$ cat src/rtl/usb_boot_pkg.sv
// usb_boot_pkg: shared FSM state encoding and LED mode codes for the boot supervisor
package usb_boot_pkg;
   typedef enum logic [1:0] {ACTIVE = 2'd0, DELAY = 2'd1, BOOT = 2'd2} state_t;
   localparam logic [1:0] LED_OFF = 2'd0;
   localparam logic [1:0] LED_ON = 2'd1;
   localparam logic [1:0] LED_BREATHE = 2'd2;
   localparam logic [1:0] LED_BLINK = 2'd3;
endpackage

$ cat src/rtl/led_breathe_pwm.sv
// led_breathe_pwm: microsecond divider, breathing level ramp and PWM comparator
module led_breathe_pwm #(
   parameter int CLK_FREQ_HZ = 48000000,
   parameter int PWM_BITS = 8,
   parameter int STEP_US = 1000
) (
   input logic clk_48mhz,
   input logic reset,
   output logic breathe_out,
   output logic dir_up
);
   localparam int DIV = CLK_FREQ_HZ / 1000000;
   localparam int UW = $clog2(DIV);
   localparam int SW = STEP_US > 1 ? $clog2(STEP_US) : 1;
   localparam logic [PWM_BITS-1:0] MAX = '1;
   logic [UW-1:0] us_cnt;
   logic [SW-1:0] step_cnt;
   logic [PWM_BITS-1:0] level, pwm_cnt;
   logic us_tick, step_tick;
   assign us_tick = us_cnt == UW'(DIV - 1);
   assign step_tick = us_tick && step_cnt == SW'(STEP_US - 1);
   assign breathe_out = level > pwm_cnt;
   // each extreme holds for one extra step while the direction flips
   always_ff @(posedge clk_48mhz) begin
      if (reset) begin
         us_cnt <= '0;
         step_cnt <= '0;
         level <= '0;
         pwm_cnt <= '0;
         dir_up <= 1'b1;
      end else begin
         pwm_cnt <= pwm_cnt + 1'b1;
         us_cnt <= us_tick ? '0 : us_cnt + 1'b1;
         if (us_tick) step_cnt <= step_tick ? '0 : step_cnt + 1'b1;
         if (step_tick) begin
            if (dir_up) begin
               if (level == MAX) dir_up <= 1'b0;
               else level <= level + 1'b1;
            end else begin
               if (level == '0) dir_up <= 1'b1;
               else level <= level - 1'b1;
            end
         end
      end
   end
endmodule

$ cat src/rtl/usb_boot_supervisor.sv
// usb_boot_supervisor: LED mode muxing, SOF-based host presence and delayed boot handoff
module usb_boot_supervisor
   import usb_boot_pkg::*;
#(
   parameter int CLK_FREQ_HZ = 48000000,
   parameter int NUM_LEDS = 1,
   parameter int PWM_BITS = 8,
   parameter int STEP_US = 1000,
   parameter int HOST_TIMEOUT_CYCLES = 33554432,
   parameter int BOOT_DELAY_CYCLES = 48000
) (
   input logic clk_48mhz,
   input logic reset,
   input logic sof_valid,
   input logic boot_req,
   input logic [2*NUM_LEDS-1:0] led_mode,
   output logic [NUM_LEDS-1:0] led,
   output logic host_present,
   output logic boot,
   output logic [1:0] state
);
   localparam int TW = $clog2(HOST_TIMEOUT_CYCLES + 1);
   localparam int DW = BOOT_DELAY_CYCLES > 1 ? $clog2(BOOT_DELAY_CYCLES) : 1;
   localparam logic [TW-1:0] T_MAX = TW'(HOST_TIMEOUT_CYCLES);
   localparam logic [DW-1:0] DLY_LOAD = DW'(BOOT_DELAY_CYCLES > 0 ? BOOT_DELAY_CYCLES - 1 : 0);
   state_t st, st_nxt;
   logic [TW-1:0] timer, timer_nxt;
   logic [DW-1:0] dly_cnt;
   logic [NUM_LEDS-1:0] led_nxt;
   logic req_q, timeout, breathe, dir_up;
   led_breathe_pwm #(.CLK_FREQ_HZ(CLK_FREQ_HZ), .PWM_BITS(PWM_BITS), .STEP_US(STEP_US)) u_pwm (
      .clk_48mhz(clk_48mhz),
      .reset(reset),
      .breathe_out(breathe),
      .dir_up(dir_up)
   );
   assign state = st;
   assign timer_nxt = sof_valid ? '0 : timer == T_MAX ? T_MAX : timer + 1'b1;
   // an SOF arriving on the timeout cycle rescues the host
   assign timeout = !sof_valid && timer == T_MAX;
   // boot_req is registered first, so acceptance happens one edge after sampling
   always_comb begin
      st_nxt = st;
      if (st == BOOT || timeout) st_nxt = BOOT;
      else if (st == DELAY) st_nxt = dly_cnt == '0 ? BOOT : DELAY;
      else if (req_q) st_nxt = BOOT_DELAY_CYCLES == 0 ? BOOT : DELAY;
   end
   always_comb begin
      led_nxt = '0;
      for (int i = 0; i < NUM_LEDS; i++)
         led_nxt[i] = led_mode[2*i+:2] == LED_ON ? 1'b1 :
                      led_mode[2*i+:2] == LED_BREATHE ? breathe :
                      led_mode[2*i+:2] == LED_BLINK ? dir_up : 1'b0;
   end
   always_ff @(posedge clk_48mhz) begin
      if (reset) begin
         st <= ACTIVE;
         timer <= '0;
         dly_cnt <= '0;
         req_q <= 1'b0;
         host_present <= 1'b0;
         boot <= 1'b0;
         led <= '0;
      end else begin
         st <= st_nxt;
         timer <= timer_nxt;
         req_q <= boot_req;
         host_present <= sof_valid | (host_present & (timer_nxt != T_MAX));
         dly_cnt <= st == DELAY ? dly_cnt - 1'b1 : DLY_LOAD;
         boot <= st_nxt == BOOT;
         led <= st_nxt == BOOT ? '0 : led_nxt;
      end
   end
endmodule

$ cat config.mk
export PLATFORM = sky130hd
export DESIGN_NAME = usb_boot_supervisor
export DESIGN_NICKNAME = d
export VERILOG_FILES = /design/src/rtl/usb_boot_pkg.sv /design/src/rtl/led_breathe_pwm.sv /design/src/rtl/usb_boot_supervisor.sv
export SDC_FILE = /design/constraint.sdc
export NUM_CORES = 1
export LEC_CHECK = 0
export ABC_CLOCK_PERIOD_IN_PS = 2550
export BUFFER_PORTS_ARGS = -buffer_cell sky130_fd_sc_hd__buf_4
export CAP_MARGIN = 20
export CORE_ASPECT_RATIO = 1.75
export CORE_MARGIN = 2
export CORE_UTILIZATION = 35
export CTS_BUF_LIST = sky130_fd_sc_hd__clkbuf_4 sky130_fd_sc_hd__clkbuf_8
export DETAILED_ROUTE_END_ITERATION = 10
export PLACE_DENSITY = 0.59
export SYNTH_ARGS = -nofsm -noshare
export SYNTH_HDL_FRONTEND = slang
export SYNTH_HIERARCHICAL = 1
export SYNTH_SLANG_ARGS = --single-unit
$ cat constraint.sdc
create_clock -name clk_48mhz -period 2.55 [get_ports clk_48mhz]
set_input_delay 0.51 -clock clk_48mhz [delete_from_list [all_inputs] [get_ports clk_48mhz]]
set_output_delay 0.51 -clock clk_48mhz [all_outputs]
set_load 0.01 [all_outputs]
## After elaboration in Yosys (flattened, before gate mapping)

Index checks and enable logic that the tools add are counted.

- Word-level logic and storage cells: 64
- Memories kept: 0
- Bits in writable memories: 0
- Register bits after elaboration: 81
- Output and inout bits: 5
- Memory bits (read-only): 0
- Bits in latches: 0
- Input port bits: 6

- Magnitude comparators: 1
- Divide/modulo/power cells: 0
- Add/sub/neg operators: 7
- Shifts and indexed selects: 0
- Equal/unequal tests: 13
- Bitwise operators: 3
- Reductions and logical operators: 10
- Multiplexer cells: 17
- Multipliers: 0

Operators by type and width:

| operator | number |
|---|---|
| $mux 26 | 2 |
| $add 26x1->26 const B | 1 |
| $eq 26x26->1 const B | 1 |
| $ne 26x26->1 const B | 1 |
| $mux 8 | 3 |
| $add 8x1->8 const B | 2 |
| $logic_not 16->1 | 1 |
| $mux 16 | 1 |
| $sub 16x1->16 const B | 1 |
| $add 10x1->10 const B | 1 |
| $eq 10x10->1 const B | 1 |
| $mux 10 | 1 |
| $eq 2x2->1 const B | 4 |
| $eq 8x8->1 const B | 1 |
| $gt 8x8->1 | 1 |
| $logic_not 8->1 | 1 |
| $mux 2 | 4 |
| $sub 8x1->8 const B | 1 |
| $add 6x1->6 const B | 1 |
| $eq 6x6->1 const B | 1 |
| $mux 1 | 6 |
| $reduce_or 2->1 | 3 |
| $eq 2x1->1 const B | 2 |
| $reduce_and 3->1 | 1 |
| 8 further kinds | 9 |

## Depth between registers and ports, before layout

Gate-level depths: netlist of run 1.

- Depth in word-level cells: 6
- Depth in mapped cells: 10
- Mapped depth without buffers: 10

## Hierarchy

The synthesis of run 1 kept the hierarchy.

By module, submodules not included:

| module | area an instance (um2) | times used | sequential area each (um2) | cells each |
|---|---|---|---|---|
| usb_boot_supervisor | 2434.8 | 1 | 960.9 | 277 |
| led_breathe_pwm | 1941.9 | 1 | 660.6 | 223 |

## Least setup slack after synthesis of run 1

OpenSTA, ideal clock, no wires.

- Path type: reg-to-reg
- From: register timer[0]
- To: register host_present
- Setup slack: 0.200 ns
- Period minus slack after synthesis: 2.350 ns
- Library setup time: 0.124 ns
- Buffers on the path: 0
- Cell stages (with the launch flop): 9
- Arrival: 2.225 ns
- Data required time: 2.426 ns
- Cell sequence: dfxtp_1 > ha_1 > nand4_2 > nor4_1 > xnor2_1 > o211ai_1 > or4b_2 > nor3_2 > a211oi_2

- Longest elaborated chain between the ends: 6
- Elaborated cells between the ends (all ways): 7
- Classes of those cells: add/sub: 1; eq/ne: 2; mux: 2; bitwise: 2

RTL lines:

| what | RTL line | RTL |
|---|---|---|
| from (decl) | usb_boot_supervisor.sv:27 | `logic [TW-1:0] timer, timer_nxt;` |
| from (signal assigned) | usb_boot_supervisor.sv:66 | `timer <= timer_nxt;` |
| $add 26x1->26 / $eq 26x26->1 (equally long branches) | usb_boot_supervisor.sv:38 | `assign timer_nxt = sof_valid ? '0 : timer == T_MAX ? T_MAX : timer + 1'b1;` |
| $mux 26 (*) (2 in a row) | usb_boot_supervisor.sv:38 |  |
| $ne 26x26->1 (*) | usb_boot_supervisor.sv:68 | `host_present <= sof_valid \| (host_present & (timer_nxt != T_MAX));` |
| $and 1x1->1 (*) | usb_boot_supervisor.sv:68 |  |
| $or 1x1->1 (*) | usb_boot_supervisor.sv:68 |  |
| to (signal assigned) | usb_boot_supervisor.sv:68 |  |
| to (decl) | usb_boot_supervisor.sv:18 | `output logic host_present,` |

Every way passes the cells marked *; elsewhere a longest branch is shown, timed or not.
A chain may end at the register's enable or synchronous reset.

## Worst setup path in the final report of run 1

- From: register timer[1]
- To: register host_present

Same word-level chain as after synthesis.

==> run metrics, run 1 <==
ANT cells=0; clk slew on worst S/H paths=0.08 ns; Sw Share=0.2279; grt ovf=0; Clock Latency Late Sink=0.36 ns; Seq/Total Area, Yosys=0.3705; leakage=1.888 nW; critical path data required time=2.78 ns; Starting Density=0.3540; worst vdd ir=246.3 µV; H-tree levels=3; highest metal used=met4; DR iter-0 viols=150; CTS buffer count=9; status=completed; cell count after placement=672; synthesized area=4377 µm²; Pwr Density=506.8 nW/µm²; met2 WL=4839 µm; syn_area_per_cell=8.753 µm²; drt wl/cell=13.26 µm; worst hold-check path type=in -> reg; commonest cells after routing, fill and taps aside=dfxtp_1 (81), nor2_1 (70), xnor2_1 (34); FF-to-FF Start=timer[1]; hold path startpoint=sof_valid; final setup violating endpoints=0; Yosys top cell by area=dfxtp_1; # IOs=11; number of flops mapped to enable cells by yosys=0; # rows=54; largest net degree at the start of global routing=56; Worst Max-Slew Pin Slew=0.5704 ns; met3 WL post-DR=226 µm; non-filler cells, final=688; startpoint types=flip-flop; FF-to-FF setup slack=0.16 ns; period utilisation layout=0.9378; RSZ-0062 raised after global routing=no; WS Path Type=reg -> reg; Sink Count=81; Area growth syn-to-layout=11.29%; clock root cell=clkbuf_8; DRC=0; CP endpoint kind=flip-flop; Final TNS setup=0 ns; FMAX=418.2 MHz; worst hold stages=2; Area contributors post-synth=dfxtp_1 (37%), xnor2_1 (6.8%), ha_1 (6.0%); core area=12360 µm²; Warnings, synthesis=6; max cap viols=0; PortBufs=10; FF-to-FF End=host_present; most common cell after layout, fill and taps aside=dfxtp_1; Cells after Synth=500; layout cells sized above 1=0.1173; initial antenna violation count=0; Max FO, Critical Path=5; DP HPWL=6707 µm; Worst Clk Skew=0.006438 ns; Placed Area=4637 µm²; crit path time final=2.391 ns; gr usage total=0.1461; register area=1622 µm²; syn_nets=528; Final Cell Area=4871 µm²; multi-input logic area=2570 µm²; fill cell count=1264; M1 WL=3825 µm; vias in the first global route=3519; Final ANT Viol Nets=0; Final Max Slew Viols=0; Final Hold Vio Count=0; worst min-delay path endpoint=timer[4]; WP data arrival=2.62 ns; DR vias/cell=5.103; CTS tree=yes; Slew HR=0.6198; power share of the combinational group=0.055; Clk pwr share=0.410; Net Sw Power=562.5 µW; Die X=88.53 µm; Hold Buf Count CTS=0; full die area=13450 µm²; ys flop type=dfxtp_1; routability cong.=0.8387; Max Root-Sink Buffers=2; vias=3511; Reg power frac=0.535; top-area cell type share of the netlist area=0.3705; Internal Power=1.906 mW; first-pass GRT wire length=15790 µm; Worst R2R Path Depth=9; first-pass detailed-route iteration total=4; synthesized flop and latch total=81; Netlist cell types=60; NumNets Final=544; Async SR Flop Fraction=0; DRT Wirelength=9126 µm; die height=151.9 µm
-- synthesized netlist by cell type (all sizes together), types with 3 or more instances --
library cell,number
xor2,22
clkbuf,8
nor4,15
ha,21
nor2b,8
buf,11
nor3b,5
nand4,16
a21o,4
or2,3
nand2b,6
nand2,23
o21ai,13
nand3,23
a211oi,7
or3,4
a21oi,27
a31oi,4
and4,3
or4,5
mux2i,7
mux2,3
nor2,70
nor3,25
inv,20
dfxtp,81
xnor2,34
or4b,3
and3,10
-- sequential cells by signal, summed over array words and instances (netlist names) --
register        count
state               2
host_present        1
u_pwm/pwm_cnt       8
u_pwm/step_cnt     10
u_pwm/us_cnt        6
u_pwm/dir_up        1
u_pwm/level         8
dly_cnt            16
req_q               1
led                 1
timer              26
boot                1
-- area by class of cell --
type / count / area share
inverters: 20 / 0.01541
clock inverters: 2 / 0.007192
flip-flops and latches: 81 / 0.3329
repair buffers: 24 / 0.03699
multi-input cells: 380 / 0.5276
well taps: 168 / 0.04315
clock buffers: 13 / 0.03673
-- how the worst max path moves through the flow --
stage	start	to	slack, ns
6_report	timer[1]	host_present	0.16
5_1_grt	timer[1]	host_present	0.008
4_1_cts	timer[3]	host_present	0.09
3_5_place_dp	timer[3]	host_present	0.12
3_3_place_gp	timer[0]	host_present	0.18
2_1_floorplan	timer[0]	host_present	0.20
-- routing by layer --
| metal | vias to the layer above | track usage |
|---|---|---|
| met2 | 35 | 0.2571 |
| met4 | 0 | 0.06277 |
| met3 | 17 | 0.03042 |
| met5 | - | 0 |
| li1 | 1789 | - |
| met1 | 1670 | 0.1650 |
-- power by group through the flow --
stage	Combinational (mW)	Clock (mW)	Sequential, mW
after global routing	0.157	1.09	1.33
after detailed placement	0.137	0	1.35
final	0.136	1.01	1.32
after global placement	0.135	0	1.35
after CTS	0.138	1.04	1.32
after floorplan	0.0958	0	1.35
-- what timing repair did --
action	4_1_cts	5_1_grt
gates resized for setup	0	2
setup buffers	0	1
endpoints found under the setup margin	0	1
-- worst max-delay path, cell delays in order (launching register included) --
cell and delay (ns):
dfxtp_1 0.34, ha_1 0.26, nand4_2 0.15, buf_4 0.18, nor2_1 0.12, and3_1 0.19
xnor2_1 0.16, or4b_2 0.62, nor3_2 0.15, a211oi_2 0.08
-- stage by stage --
step | hold WS (ns) | utilization | total power [mW] | worst slack (ns)
floorplan | 0.4290 | - | 1.444 | 0.2005
global placement | 0.4485 | 0.3750 | 1.484 | 0.1770
detailed placement | 0.4572 | 0.3750 | 1.488 | 0.1207
CTS | 0.3657 | 0.3923 | 2.497 | 0.09199
global route | 0.3699 | 0.3939 | 2.574 | 0.008169
finish | 0.3832 | 0.3939 | 2.468 | 0.1585
-- kinds of logic after synthesis --
kind of cell	Yosys count	share of synthesized area
compound gates	67	0.09348
fa+ha+maj	22	0.06461
mux	10	0.02373
simple gates	225	0.2905
xor+xnor	56	0.1121
buf+inv	39	0.04517
flops	81	0.3705
Power figures use the tool's default switching activity.
==> run 2, diff against run 1 <==
--- a/config.mk
+++ b/config.mk
@@ -14,5 +14,7 @@
 export CTS_BUF_LIST = sky130_fd_sc_hd__clkbuf_4 sky130_fd_sc_hd__clkbuf_8
 export DETAILED_ROUTE_END_ITERATION = 10
+export GPL_TIMING_DRIVEN = 0
 export PLACE_DENSITY = 0.59
+export SKIP_LAST_GASP = 1
 export SYNTH_ARGS = -nofsm -noshare
 export SYNTH_HDL_FRONTEND = slang
==> constraint.sdc (replaced) <==
create_clock -name clk_48mhz -period 2.55 [get_ports clk_48mhz]
set_input_delay 0.1275 -clock clk_48mhz [delete_from_list [all_inputs] [get_ports clk_48mhz]]
set_output_delay 0.1275 -clock clk_48mhz [all_outputs]
set_load 0.01 [all_outputs]
==> run metrics, run 2 (synthesis gave the netlist of run 1 again) <==
Util after Layout=0.4009 (+0.006982); clk slew on worst S/H paths=0.08 ns (about the same); fill cell count=1261 (-0.24%); Fin Hold WS=0.1416 ns (-0.2416 ns); DP HPWL=6838 µm (+2.0%); Final ANT Viol Nets=0 (unchanged); highest metal used=met4; CP endpoint kind=flip-flop; Final Cell Area=4957 µm² (+1.8%); Top reg by flops=timer; Top Registers=timer x26, dly_cnt x16, u_pwm/step_cnt x10; CTS tree=yes; first-pass GRT wire length=16130 µm (+2.2%); multi-input logic area=2597 µm² (+1.1%); gr usage total=0.1470 (+0.0008195); worst hold-check path type=in -> reg; critical path data required time=2.80 ns (+0.02 ns); final setup violating endpoints=0 (unchanged); DRC=0 (unchanged); DRT Wirelength=9343 µm (+2.4%); full die area=13450 µm² (unchanged); leakage=1.904 nW (+0.84%); vias=3575 (+1.8%); Sink Count=81 (unchanged); Max Root-Sink Buffers=2 (unchanged); clock root cell=clkbuf_8; worst vdd ir=202.3 µV (-18%); met2 WL=4894 µm (+1.1%); status=completed; number of flip-flops in the largest register=26 (unchanged); final setup margin=0.02840 ns (-0.1301 ns); non-filler cells, final=699 (+1.6%); drt wl/cell=13.37 µm (+0.77%); vias in the first global route=3562 (+1.2%); period utilisation layout=0.9889 (+0.05103); FMAX=396.6 MHz (-5.2%); M1 WL=3987 µm (+4.2%); commonest cells after routing, fill and taps aside=dfxtp_1 (80), nor2_1 (69), xnor2_1 (34); NumNets Final=554 (+1.8%); # rows=54 (unchanged); initial antenna violation count=0 (unchanged); Slew HR=0.6202 (about the same); Crit. Startpoint=timer[1]; crit path time final=2.522 ns (+0.1301 ns); Final Power=2.430 mW (-1.6%); FF-to-FF End=host_present; Clock Latency Late Sink=0.35 ns (about the same); WS Path Type=reg -> reg; Area growth syn-to-layout=13.26%; Placed Area=4654 µm² (+0.38%); startpoint types=flip-flop; most common cell after layout, fill and taps aside=dfxtp_1; Max FO, Critical Path=5 (unchanged); Critical Path Sink=host_present; # IOs=11 (unchanged); die height=151.9 µm (unchanged); Pwr Density=490.2 nW/µm² (-3.3%); Final Hold Vio Count=0 (unchanged); Worst Clk Skew=0.009157 ns (+0.002720 ns); RSZ-0062 raised after global routing=yes; Final Max Slew Viols=0 (unchanged); WP data arrival=2.77 ns (+0.15 ns); CTS buffer count=9 (unchanged); FF-to-FF Start=timer[1]; Starting Density=0.3540 (unchanged); largest net degree at the start of global routing=14 (-75%); DR iter-0 viols=128 (-15%); DR vias/cell=5.114 (+0.22%); H-tree levels=3 (unchanged); PortBufs=9 (-1); Final TNS setup=0 ns (unchanged); Die X=88.53 µm (unchanged); core area=12360 µm² (unchanged); FF-to-FF setup slack=0.03 ns (-0.13 ns); Worst Max-Slew Pin Slew=0.5645 ns (-0.005854 ns); Worst R2R Path Depth=8 (-1); register area=1623 µm² (about the same); grt ovf=0 (unchanged); met3 WL post-DR=229 µm (+1.3%); pre-CTS setup slack=-0.1423 ns (-0.2630 ns); routability cong.=0.7850 (-6.4%); cell count after placement=677 (+0.74%); layout cells sized above 1=0.1205 (+0.003220); ANT cells=0 (unchanged); max cap viols=0 (unchanged); hold path startpoint=led_mode[0]; first-pass detailed-route iteration total=4 (unchanged)
run 2: cell count changes in the layout (fill, tap and decap cells not counted), moves of 3 or more:
cell | previous run | this run
buf_4 | 24 | 12
clkbuf_8 | 13 | 10
buf_6 | 0 | 6
dlygate4sd3_1 | 0 | 4
clkbuf_1 | 0 | 6
clkinvlp_4 | 0 | 3
run 2: worst min-delay path by stage:
| stage | end | slack (ns) | cells after the start |
|---|---|---|---|
| 3_5_place_dp | req_q | 0.34 | 2 |
| 2_1_floorplan | timer[25] | 0.21 | 1 |
| 4_1_cts | led | 0.11 | 3 |
| 6_report | led | 0.14 | 3 |
| 3_3_place_gp | req_q | 0.35 | 2 |
| 5_1_grt | led | 0.13 | 3 |
run 2: cell type report:
type,instances,area share
clock inverter,5,0.01111
sequential,81,0.3274
multi-input combinational,380,0.5240
buffer,19,0.02524
tap,168,0.04240
timing repair buffer,15,0.02474
clock buffer,11,0.02928
inverter,20,0.01590
run 2: per-layer routing:
layer,track usage,vias to the layer above
met5,0,-
met4,0.06061,0
met3,0.02879,20
met2,0.2599,50
met1,0.1669,1690
li1,-,1815
run 2: what timing repair did:
item	4_1_cts	5_1_grt
hold buffers	4	0
pin swaps	2	0
gates resized for setup	4	10
setup buffers	2	0
endpoints found under the setup margin	1	18
hold endpoints to repair	9	0
run 2: power breakdown:
| part | switching [mW] | total [mW] | internal, mW | leakage [nW] |
|---|---|---|---|---|
| Sequential | 0.0289 | 1.32 | 1.29 | 0.660 |
| Combinational | 0.0801 | 0.142 | 0.0617 | 1.15 |
| Clock | 0.477 | 0.964 | 0.487 | 0.0987 |
| Total | 0.586 | 2.43 | 1.84 | 1.90 |
run 2: critical path, stage by stage (launching register included):
cell	delay [ns]
dfxtp_1	0.43
ha_2	0.30
and4_1	0.25
nand2_1	0.11
nor4bb_2	0.31
o211ai_1	0.16
or4b_2	0.64
nor3_2	0.14
a211oi_2	0.08
